File: src/rtl/matriz_varredura.sv
// Row-scanning driver for a 5x7 LED matrix: double-buffered frame input,
// prescaled row multiplexing with per-row blanking and tear-free frame swaps.
module matriz_varredura #(
   parameter int unsigned DIV    = 50000,
   parameter int unsigned BLANK  = 500,
   parameter logic        ROW_ON = 1'b0,
   parameter logic        COL_ON = 1'b1
) (
   input  logic        clk,
   input  logic        rst_n,
   input  logic        enable,
   input  logic [34:0] frame_in,
   input  logic        frame_valid,
   output logic        frame_ready,
   output logic [6:0]  matriz_L,
   output logic [4:0]  matriz_C,
   output logic [2:0]  row_idx,
   output logic        frame_done
);
   localparam int unsigned   CW       = (DIV > 1) ? $clog2(DIV) : 1;
   localparam logic [CW-1:0] CNT_MAX  = CW'(DIV - 1);
   localparam logic [CW-1:0] BLANK_C  = CW'(BLANK);
   localparam logic [2:0]    LAST_ROW = 3'd6;

   logic [CW-1:0] cnt_q, cnt_d;
   logic [2:0]    row_q, row_d;
   logic [34:0]   active_q, active_d;
   logic [34:0]   pend_q, pend_d;
   logic          pend_full_q, pend_full_d;
   logic          done_q, done_d;
   logic [6:0]    rows_q, rows_d;
   logic [4:0]    cols_q, cols_d;
   logic [4:0]    row_bits [8];
   logic          boundary;
   logic          accept;
   logic          swap;

   generate
      for (genvar gi = 0; gi < 7; gi++) begin : g_row
         assign row_bits[gi] = active_q[5*gi +: 5];
      end
   endgenerate
   assign row_bits[7] = 5'd0;

   assign boundary = (cnt_q == CNT_MAX) && (row_q == LAST_ROW);
   assign accept   = frame_valid && !pend_full_q;
   // While disabled there is no scan to tear, so a pending frame moves in at once
   assign swap     = pend_full_q && (!enable || boundary);

   always_comb begin
      cnt_d  = cnt_q;
      row_d  = row_q;
      done_d = 1'b0;
      if (!enable) begin
         cnt_d = '0;
         row_d = '0;
      end else if (cnt_q == CNT_MAX) begin
         cnt_d = '0;
         row_d = (row_q == LAST_ROW) ? 3'd0 : row_q + 3'd1;
      end else begin
         cnt_d = cnt_q + CW'(1);
      end
      // Predicting from next state lets the registered pulse line up with the boundary cycle
      done_d = (cnt_d == CNT_MAX) && (row_d == LAST_ROW);
   end

   always_comb begin
      active_d    = active_q;
      pend_d      = pend_q;
      pend_full_d = pend_full_q;
      if (swap) begin
         active_d    = pend_q;
         pend_full_d = 1'b0;
      end
      if (accept) begin
         pend_d      = frame_in;
         pend_full_d = 1'b1;
      end
   end

   always_comb begin
      rows_d = {7{~ROW_ON}};
      cols_d = {5{~COL_ON}};
      if (enable && (cnt_q >= BLANK_C)) begin
         for (int r = 0; r < 7; r++) begin
            if (row_q == 3'(r)) rows_d[r] = ROW_ON;
         end
         for (int c = 0; c < 5; c++) begin
            cols_d[c] = row_bits[row_q][c] ? COL_ON : ~COL_ON;
         end
      end
   end

   always_ff @(posedge clk) begin
      if (!rst_n) begin
         cnt_q       <= '0;
         row_q       <= '0;
         active_q    <= '0;
         pend_q      <= '0;
         pend_full_q <= 1'b0;
         done_q      <= 1'b0;
         rows_q      <= {7{~ROW_ON}};
         cols_q      <= {5{~COL_ON}};
      end else begin
         cnt_q       <= cnt_d;
         row_q       <= row_d;
         active_q    <= active_d;
         pend_q      <= pend_d;
         pend_full_q <= pend_full_d;
         done_q      <= done_d;
         rows_q      <= rows_d;
         cols_q      <= cols_d;
      end
   end

   assign frame_ready = !pend_full_q;
   assign matriz_L    = rows_q;
   assign matriz_C    = cols_q;
   assign row_idx     = row_q;
   assign frame_done  = done_q;

endmodule
File: config.mk
export PLATFORM = sky130hd
export DESIGN_NAME = matriz_varredura
export DESIGN_NICKNAME = d
export VERILOG_FILES = /design/src/rtl/matriz_varredura.sv
export SDC_FILE = /design/constraint.sdc
export NUM_CORES = 1
export LEC_CHECK = 0
export ABC_AREA = 1
export BUFFER_PORTS_ARGS = -buffer_cell sky130_fd_sc_hd__buf_2
export CAP_MARGIN = 20
export CELL_PAD_IN_SITES_DETAIL_PLACEMENT = 1
export CELL_PAD_IN_SITES_GLOBAL_PLACEMENT = 1
export CORE_MARGIN = 2
export CORE_UTILIZATION = 37
export DETAILED_ROUTE_END_ITERATION = 6
export GPL_TIMING_DRIVEN = 0
export HOLD_SLACK_MARGIN = 0.15
export PLACE_DENSITY = 0.7
export SYNTH_ARGS = -nofsm -noshare
export SYNTH_HDL_FRONTEND = slang
export SYNTH_SLANG_ARGS = --single-unit
File: constraint.sdc
create_clock -name clk -period 1.7 [get_ports clk]
set_clock_uncertainty 0.05 [all_clocks]
set_input_delay 0.425 -clock clk [delete_from_list [all_inputs] [get_ports clk]]
set_output_delay 0.425 -clock clk [all_outputs]
set_load 0.05 [all_outputs]
==> key figures, run 1 <==
Worst hold path
  • WHS Endpoint: pend_q[23]$_SDFFE_PN0P_
  • Hold Path Class: primary input to flip-flop
  • Hold path depth: 3
  • Worst hold start: frame_in[23]

Placement
  • RePlAce Congestion: approximately 0.86
  • Dpl cell area: between 0.004 and 0.005 mm2
  • DP Worst Slack: -324 ps
  • Hpwl dp: between 8 and 9 mm
  • PortBufs: 54
  • Dpl cells: between 700 and 800

Logic synthesis
  • Ys flop type: dfxtp_1
  • Synth area leader: dfxtp_1
  • Number of synthesized flops with an enable pin: 0
  • Post-synth top area share: around 49%
  • Post-Syn Area: 0.00423 mm2
  • Syn avg cell area: ~7.4 um2
  • Async SR Flop Fraction: 0%
  • Sequential-to-total area share from yosys stat: between 40% and 50%
  • Syn nets: a little over 600
  • Main area contributors after synthesis: dfxtp_1 49%, nor2_1 11%, nand2_1 7.1%
  • Yosys cell types: 31
  • Mapped Cells: approximately 580
  • Number of synthesized register bits: 103
  • Ys Warns: 0

CTS
  • CTS Buf Count: 9
  • H-tree depth: 3
  • Worst-skew pair later-pin latency: between 300 and 400 ps
  • Clk buf depth: 2
  • Clock sinks: around 100
  • Hold-fix buffers, CTS: 0
  • CTS tree: built
  • Reg clk slew, reported paths: about 70 ps
  • Root Driver: clkbuf_16

Final layout
  • Share of cells above drive strength 1: 27.8%
  • Design Area, Final: roughly 0.0055 mm2
  • Ant diodes: 0
  • Final net count: a little over 700
  • FF+latch area: roughly 0.0021 mm2
  • Fin cells: 811
  • Area Growth Syn to Fin: 29.7%
  • Multi-input gate area: 0.00205 mm2
  • Layout fillers: around 1400

Die
  • Die H: 111 um
  • Die Area: 0.0123 mm2
  • FP Rows: 39
  • IO Count: 56
  • Die Wd: approximately 110 um
  • Area of the core: 0.0113 mm2
  • Initial Util: ~38%

Timing
  • RSZ-0062 raised after global routing: yes
  • Slew Viols, Final: 0
  • Fmax: roughly 580 MHz
  • Relative slew slack: around 53%
  • Endpoints failing hold: 0
  • Min setup slack post-route: -38.5 ps
  • Setup Viol. Count Final: 31
  • Final cycle utilization of the critical path: 102%
  • Slew @ Worst Pin: a little over 700 ps
  • Fin crit period: roughly 1700 ps

Global routing
  • GRT overflow: 0
  • First-pass GRT wire length: a little under 20 mm
  • Initial antenna violation count: 0
  • All-Layer GR Usage: between 20 and 25%
  • Largest net degree at the start of global routing: 16
  • Met3 Resource Use GR: ~3.2%
  • Vias in the first global route: slightly above 4000
  • Met2 GRT Util: 34.9%
  • GR peak layer: met2
  • GR Layer Usage met1: 25.1%

Route
  • Drt drc: 0
  • Initial DRC count: around 200
  • ANT nets after route: 0
  • Vias per cell: 4.94
  • First-pass DRT Iterations: 4
  • Wire per inst: 15.3 um
  • Vias: around 4000
  • Routed Wire Length: between 10 and 15 mm

Outcome
  • Outcome: finished, violations left
  • Failing checks: setup timing

Setup path
  • Worst Path Max Fanout: 8
  • Worst reg2reg setup slack: -40 ps
  • Setup crit end kind: flip-flop
  • Critical path, cell by cell: inv_1 > nor2_4 > nand2_1 > nand2_2 > nand3_4 > buf_6 > o21ai_2 > a21oi_1
  • CP arrival: just under 2000 ps
  • Max incr delay on CP: 390 ps
  • Setup CP Type: flip-flop to flip-flop
  • Startpoint Class: flip-flop
  • Critical Path Slowest Stage Cell: dfxtp_2
  • Reg2reg end: active_q[29]$_SDFFE_PN0P_
  • CP required: ~1900 ps
  • Crit Reg-Reg Startpoint: row_idx[1]$_SDFF_PN0_
  • R2r worst-path depth: 8

Run
  • Max-cap violation count: 0

Power
  • Worst VDD drop: around 0.53 mV
  • PwrDens: 936 mW/mm2
  • Static Leakage: between 2 and 2.5 nW
cells in the mapped netlist, types with 2 or more instances:
master and count:
nor2_2 3, nand4_1 6, ha_1 3, nand3_1 19, buf_6 7, nand2_2 3
nand2_1 80, o21ai_0 47, a21oi_1 36, clkinv_1 2, xor2_1 2, a22oi_1 2
o22ai_1 7, dfxtp_1 103, o2111ai_1 3, clkbuf_1 13, o21ai_1 33, nor2_1 125
nor3_1 3, nand3_4 2, inv_1 67
per-layer routing:
layer	up-vias	share of wire [%]	routed length (um)
met1	1897	45	5600
met4	0	1.8	222
met3	16	2.8	346
met2	70	50	6280
met5	-	0	0
li1	2023	-	-
layout make-up:
| cell class | count | share of cell area [%] |
|---|---|---|
| Clock inverter | 3 | 0.775 |
| Tap cell | 143 | 3.26 |
| Timing Repair Buffer | 76 | 8.45 |
| Inverter | 70 | 4.92 |
| Multi-Input combinational cell | 382 | 37.3 |
| Sequential cell | 103 | 38.0 |
| Buffer | 22 | 2.60 |
| Clock buffer | 12 | 4.67 |
cell families after synthesis:
kind of cell | count (synthesis) | synth area share [%]
compound gates | 132 | 16.5
xor+xnor | 3 | 0.621
fa+ha+maj | 3 | 0.887
buf+inv | 92 | 9.43
flops | 103 | 48.7
simple gates | 243 | 23.9
stage by stage:
step	setup TNS [ps]	util [%]	hold WS (ps)	total power [mW]
after floorplan	0	-	372	2.86
after global placement	-14670	41.6	388	2.98
after detailed placement	-19900	41.6	391	3.00
after CTS	-89.7	46.0	265	5.13
after global routing	-4870	48.7	294	5.34
final	-461	48.7	271	5.14
where the power goes:
part           internal [mW]  switching [mW]
logic                  0.169           0.257
registers               2.52          0.0721
clock network           1.21           0.911
total                   3.90            1.24
worst max-delay path, delay by kind of cell (launching register included):
kind	cells	cell delay (ps)
compound gates	2	180
buf+inv	2	330
flops	1	390
simple gates	4	680
placed cells by master, fill, tap and decap left out, types with 2 or more instances in the layout:
cell        count
a21oi_1        32
nand2_2         7
nand3_1        19
o2111ai_1       3
nor2_4          7
a22oi_1         2
clkbuf_16      10
nand4_1         6
buf_2          55
dfxtp_2        13
nand2_4         3
dfxtp_4         2
nor2_2          9
o21ai_0        46
nand2_1        74
o22ai_1         7
xor2_1          2
nor2_1        113
clkbuf_8        2
nand3_4         2
dfxtp_1        88
buf_6           9
clkinvlp_4      2
ha_1            2
nor3_1          3
o21ai_1         2
buf_4          18
clkbuf_1       12
inv_1          66
o21ai_4         4
clkbuf_2        2
clkinv_2        2
o21ai_2        29
a21oi_2         4
state kept, by name, summed over array words and instances (netlist names):
register     cells
pend_full_q      1
matriz_C         5
cnt_q           16
frame_done       1
row_idx          3
pend_q          35
matriz_L         7
active_q        35
worst max path at each step:
stage,from,endpoint,slack (ps),cells past startpoint
after floorplan,row_idx[2]$_SDFF_PN0_,frame_done$_SDFF_PN0_,9,9
after global placement,cnt_q[0]$_SDFF_PN0_,active_q[8]$_SDFFE_PN0P_,-250,9
after detailed placement,cnt_q[0]$_SDFF_PN0_,active_q[5]$_SDFFE_PN0P_,-320,9
after CTS,cnt_q[8]$_SDFF_PN0_,active_q[33]$_SDFFE_PN0P_,-30,10
after global routing,cnt_q[0]$_SDFF_PN0_,frame_done$_SDFF_PN0_,-180,12
final,row_idx[1]$_SDFF_PN0_,active_q[29]$_SDFFE_PN0P_,-40,8
repair_timing:
action,in CTS,in global routing
pin swaps,4,8
endpoints found under the setup margin,86,85
buffers inserted,7,11
gates cloned,4,1
resized for setup,40,59
Note: power is estimated with default switching activity, not from simulation.
==> inputs of run 2 (changes only) <==
CAP_MARGIN = 10   (was 20)
SKIP_LAST_GASP = 1   (was unset)
==> run 2 against run 1 <==
The flow still finishes with violations (setup timing). Largest power group unchanged. Final cell count is the same. First-iteration DRC count down 18%. Global-route usage is 0.070 points lower. Clock power hardly changed. Sequential power hardly changed. Fmax barely moved. Sequential share of layout area is essentially flat. Flip-flop and latch count unchanged.
==> key figures, run 2 (same netlist as run 1, synthesis figures left out) <==
Die
  • Initial Util: 37.6%
  • Die Wd: about 110 um
  • Die Area: 0.0123 mm2
  • FP Rows: 39
  • Die H: approximately 110 um
  • IO Count: 56
  • Area of the core: 0.0113 mm2

Global routing
  • Initial antenna violation count: 0
  • Largest net degree at the start of global routing: 16
  • GRT overflow: 0
  • GR peak layer: met2
  • First-pass GRT wire length: about 20 mm
  • All-Layer GR Usage: between 20% and 30%
  • Met2 GRT Util: 34.7%
  • GR Layer Usage met1: ~25%
  • Met3 Resource Use GR: around 3.3%
  • Vias in the first global route: a little over 4000

Power
  • Total power: roughly 5 mW
  • PwrDens: ~940 mW/mm2
  • Static Leakage: about 2.3 nW
  • Worst VDD drop: about 0.53 mV

Run
  • Max-cap violation count: 0

Timing
  • Setup Viol. Count Final: 24
  • Slew @ Worst Pin: approximately 730 ps
  • Slew Viols, Final: 0
  • Fin crit period: 1740 ps
  • Endpoints failing hold: 0
  • RSZ-0062 raised after global routing: yes
  • Final cycle utilization of the critical path: 102%
  • Fmax: about 580 MHz
  • Relative slew slack: between 50% and 60%
  • Min setup slack post-route: -38.4 ps

Setup path
  • Max incr delay on CP: 610 ps
  • Critical path, cell by cell: buf_2 > clkbuf_1 > clkbuf_1 > o21ai_2 > a21oi_1
  • Worst path bufs/invs: 3
  • Worst reg2reg setup slack: -30 ps
  • Worst Path Max Fanout: 10
  • CP required: 1930 ps
  • Critical Path Slowest Stage Cell: clkbuf_1
  • CP top delay family: buffers and inverters
  • Most used cell, CP: clkbuf_1
  • Setup crit end kind: flip-flop
  • Startpoint Class: primary input
  • Setup CP Type: primary input to flip-flop
  • CP arrival: 1970 ps

Route
  • Routed Wire Length: ~12 mm
  • Initial DRC count: between 150 and 200
  • ANT nets after route: 0
  • First-pass DRT Iterations: 4
  • Wire per inst: 15.3 um
  • Vias per cell: around 5
  • Drt drc: 0
  • Vias: ~4000

CTS
  • Clk buf depth: 2
  • Worst-skew pair later-pin latency: around 350 ps
  • CTS tree: built
  • Root Driver: clkbuf_16
  • Clock sinks: between 100 and 150
  • Hold-fix buffers, CTS: 0
  • Reg clk slew, reported paths: 70 ps
  • CTS Buf Count: 9
  • H-tree depth: 3

Final layout
  • Layout fillers: approximately 1400
  • Leading cell type in the layout, fill and taps excluded: nor2_1
  • Commonest non-fill, non-tap cells in the layout: 110 x nor2_1, 87 x dfxtp_1, 72 x nand2_1, 66 x inv_1, 55 x buf_2
  • Ant diodes: 0
  • Share of cells above drive strength 1: 28.1%
  • Top flop regs: active_q: 35 flops, pend_q: 35 flops, cnt_q: 16 flops
  • Final net count: around 710
  • Design Area, Final: 0.00549 mm2
  • Area Growth Syn to Fin: 29.6%

Worst hold path
  • Hold Path Class: primary input to flip-flop

Outcome
  • Failing checks: setup timing
  • Outcome: finished, violations left

Placement
  • PortBufs: 54
  • RePlAce Congestion: about 0.86
  • Hpwl dp: between 8 and 9 mm
  • Dpl cell area: 0.00469 mm2
==> run 2: worst reg2reg max path: stages (launching register included) <==
cell,delay (ps)
dfxtp_4,370
ha_4,150
nand3_4,110
nor2_4,160
nand2_4,80
nand2_4,90
nand3_4,210
buf_6,220
o21ai_1,130
a21oi_1,60
==> run 2: layout make-up <==
class	instances	area (um2)	share of cell area, %
well taps	143	179	3.26
plain buffers	22	143	2.60
repair buffers	76	464	8.46
multi-input cells	382	2050	37.3
flip-flops and latches	103	2090	38.0
inverters	70	270	4.92
clock inverters	3	42.5	0.775
clock buffers	12	256	4.67
==> run 2: repair_timing <==
| action | CTS | global route |
|---|---|---|
| cloned | 4 | 1 |
| resized for setup | 32 | 70 |
| pin swaps | 3 | 8 |
| buffers inserted | 7 | 11 |
| endpoints found under the setup margin | 86 | 85 |
==> run 2: worst paths after layout <==
path | start | end | depth (start not counted)
worst max-delay path | rst_n | active_q[29]$_SDFFE_PN0P_ | 5
worst min register to register | active_q[9]$_SDFFE_PN0P_ | active_q[9]$_SDFFE_PN0P_ | 2
worst min-delay path | frame_in[23] | pend_q[23]$_SDFFE_PN0P_ | 3
worst max register to register | cnt_q[0]$_SDFF_PN0_ | active_q[14]$_SDFFE_PN0P_ | 9
==> run 2: report_power, final <==
group | internal [mW] | leakage, nW | total, mW | switching [mW]
logic | 0.167 | 1.26 | 0.422 | 0.255
clock network | 1.21 | 0.145 | 2.12 | 0.909
registers | 2.52 | 0.850 | 2.59 | 0.0707
total | 3.90 | 2.26 | 5.13 | 1.23
==> run 2: per-layer routing <==
metal  wire, um  up-vias
li1           -     2022
met1       5500     1911
met2       6330       67
met3        359       18
met4        242        0
met5          0        -
==> run 2: through the flow <==
| step | setup WS, ps | cells | TNS (ps) | utilization [%] | hold WS (ps) |
|---|---|---|---|---|---|
| after CTS | -52.6 | 799 | -543 | 45.7 | 265 |
| after global placement | -254 | 773 | -14670 | 41.6 | 388 |
| after floorplan | 8.93 | 576 | 0 | - | 372 |
| final | -38.4 | 811 | -307 | 48.7 | 272 |
| after detailed placement | -324 | 773 | -19900 | 41.6 | 391 |
| after global routing | -134 | 811 | -3670 | 48.7 | 294 |
==> inputs of run 3 (changes only) <==
BUFFER_PORTS_ARGS = unset   (was -buffer_cell sky130_fd_sc_hd__buf_2)
CORE_UTILIZATION = 41   (was 37)
DONT_BUFFER_PORTS = 1   (was unset)
PLACE_DENSITY = 0.71   (was 0.7)
==> run 3 against run 2 <==
The run still ends with setup timing left. Largest power group unchanged. Highest routed layer unchanged. Setup slack got worse by 8.2 ps. Utilization rose by 0.54 points. Via count fell by 5.9%. Worst hold slack got worse by 110 ps. Flip-flop and latch count did not move. Sequential share of layout area rose by 3.7 points. Routed wire length fell by 6.1%.
==> key figures, run 3 (same netlist as run 1, synthesis figures left out) <==
Final layout
  • Top flop regs: active_q: 35 flops, pend_q: 35 flops, cnt_q: 16 flops
  • Commonest non-fill, non-tap cells in the layout: 109 x nor2_1, 87 x dfxtp_1, 75 x nand2_1, 66 x inv_1, 45 x o21ai_0
  • Share of cells above drive strength 1: 19.0%
  • Core Util, Final: between 40% and 50%
  • Leading cell type in the layout, fill and taps excluded: nor2_1
  • Ant diodes: 0
  • Design Area, Final: about 0.005 mm2
  • Area Growth Syn to Fin: 18.4%
  • Final net count: ~640

Route
  • Wire per inst: between 15 and 20 um
  • Vias per cell: roughly 5.1
  • Drt drc: 0
  • ANT nets after route: 0
  • Vias: about 3800
  • First-pass DRT Iterations: 5
  • Initial DRC count: around 140
  • Routed Wire Length: 11.7 mm

Placement
  • DP Worst Slack: -492 ps
  • PortBufs: 0
  • Dpl cell area: roughly 0.0044 mm2
  • RePlAce Congestion: roughly 0.84
  • Hpwl dp: roughly 8.3 mm

Global routing
  • Largest net degree at the start of global routing: 20
  • Vias in the first global route: between 3000 and 4000
  • GRT overflow: 0
  • All-Layer GR Usage: between 20% and 30%
  • Initial antenna violation count: 0
  • First-pass GRT wire length: around 19 mm

Die
  • Area of the core: a little over 0.01 mm2
  • Die Area: 0.0112 mm2
  • Die H: around 110 um
  • Die Wd: ~110 um
  • FP Rows: 37
  • Initial Util: between 40% and 50%
  • IO Count: 56

Timing
  • RSZ-0062 raised after global routing: yes
  • Relative slew slack: about 49%
  • Fmax: around 570 MHz
  • Setup Viol. Count Final: 21
  • Fin crit period: ~1700 ps
  • Slew Viols, Final: 0
  • Min setup slack post-route: -46.6 ps
  • Endpoints failing hold: 0
  • Final cycle utilization of the critical path: 103%
  • Slew @ Worst Pin: between 700 and 800 ps

Setup path
  • Max incr delay on CP: between 300 and 400 ps
  • Startpoint Class: flip-flop
  • Setup crit end kind: flip-flop
  • CP arrival: 1960 ps
  • Critical path, cell by cell: ha_4 > nand3_4 > nor2_4 > nand2_4 > nand2_4 > nand3_4 > buf_6 > o21ai_2 > a21oi_1
  • CP required: ~1900 ps
  • Worst Path Max Fanout: 6
  • Setup CP Type: flip-flop to flip-flop
  • Worst reg2reg setup slack: -50 ps
  • Critical Path Slowest Stage Cell: dfxtp_4

CTS
  • Clock sinks: about 100
  • H-tree depth: 3
  • Clk buf depth: 2
  • CTS tree: built
  • Worst-skew pair later-pin latency: between 300 and 400 ps
  • CTS Buf Count: 9
  • Root Driver: clkbuf_8
  • Reg clk slew, reported paths: about 110 ps

Power
  • PwrDens: just under 900 mW/mm2
  • Worst VDD drop: approximately 0.49 mV
  • Static Leakage: between 1.5 and 2 nW
  • Total power: roughly 4.5 mW

Worst hold path
  • Hold Path Class: primary input to flip-flop

Outcome
  • Failing checks: setup timing
  • Outcome: finished, violations left

Run
  • Max-cap violation count: 0
## run 3: changes by cell type in the layout (fill, tap and decap cells not counted), moves of 3 or more
cell	previous run	this run
dfxtp_2	14	11
nand2_2	9	6
nand2_1	72	75
o21ai_1	5	20
dfxtp_4	2	5
clkbuf_16	10	1
buf_4	18	10
clkbuf_1	12	7
buf_2	55	2
clkbuf_8	2	9
o21ai_2	28	12
## run 3: final cells by class
cell class	instances	area, um2
multi-input cells	382	2000
flip-flops and latches	103	2090
repair buffers	14	141
plain buffers	21	145
clock inverters	7	66.3
fillers	1270	5170
clock buffers	9	124
inverters	70	269
well taps	136	170
## run 3: repair_timing
item | CTS | global route
hold buffers | 1 | 0
setup buffers | 7 | 4
endpoints found under the setup margin | 92 | 73
gates cloned | 2 | 1
pin swaps | 5 | 5
gates resized for setup | 44 | 48
endpoints found under the hold margin | 1 | 0
## run 3: worst max-delay path, delay by kind of cell (launching register included)
| family | cells | cell delay (ps) |
|---|---|---|
| flops | 1 | 390 |
| compound gates | 2 | 190 |
| fa+ha+maj | 1 | 160 |
| simple gates | 5 | 640 |
| buf+inv | 1 | 190 |
## run 3: where the power goes
part / total [mW] / switching [mW] / internal [mW]
clock: 1.51 / 0.941 / 0.566
combinational: 0.378 / 0.235 / 0.142
sequential: 2.58 / 0.0686 / 2.51
## run 3: layer usage
| layer | global-route usage (%) | vias up | routed length, um |
|---|---|---|---|
| met3 | 3.28 | 13 | 314 |
| met2 | 37.6 | 64 | 5890 |
| met4 | 6.67 | 0 | 127 |
| met5 | 0 | - | 0 |
| li1 | - | 1900 | - |
| met1 | 27.2 | 1803 | 5350 |
## run 3: through the flow
stage | hold slack [ps] | TNS (ps) | instances
after CTS | 154 | -35.8 | 737
after global placement | 386 | -23440 | 712
final | 158 | -324 | 742
after global routing | 162 | -3610 | 742
after detailed placement | 389 | -26910 | 712
after floorplan | 372 | 0 | 576
## run 3: final timing paths
| kind | end | cells past startpoint | from |
|---|---|---|---|
| min reg2reg | active_q[8]$_SDFFE_PN0P_ | 2 | active_q[8]$_SDFFE_PN0P_ |
| max reg2reg | active_q[5]$_SDFFE_PN0P_ | 9 | cnt_q[0]$_SDFF_PN0_ |
| min | pend_q[24]$_SDFFE_PN0P_ | 2 | frame_in[24] |
| max | active_q[5]$_SDFFE_PN0P_ | 9 | cnt_q[0]$_SDFF_PN0_ |
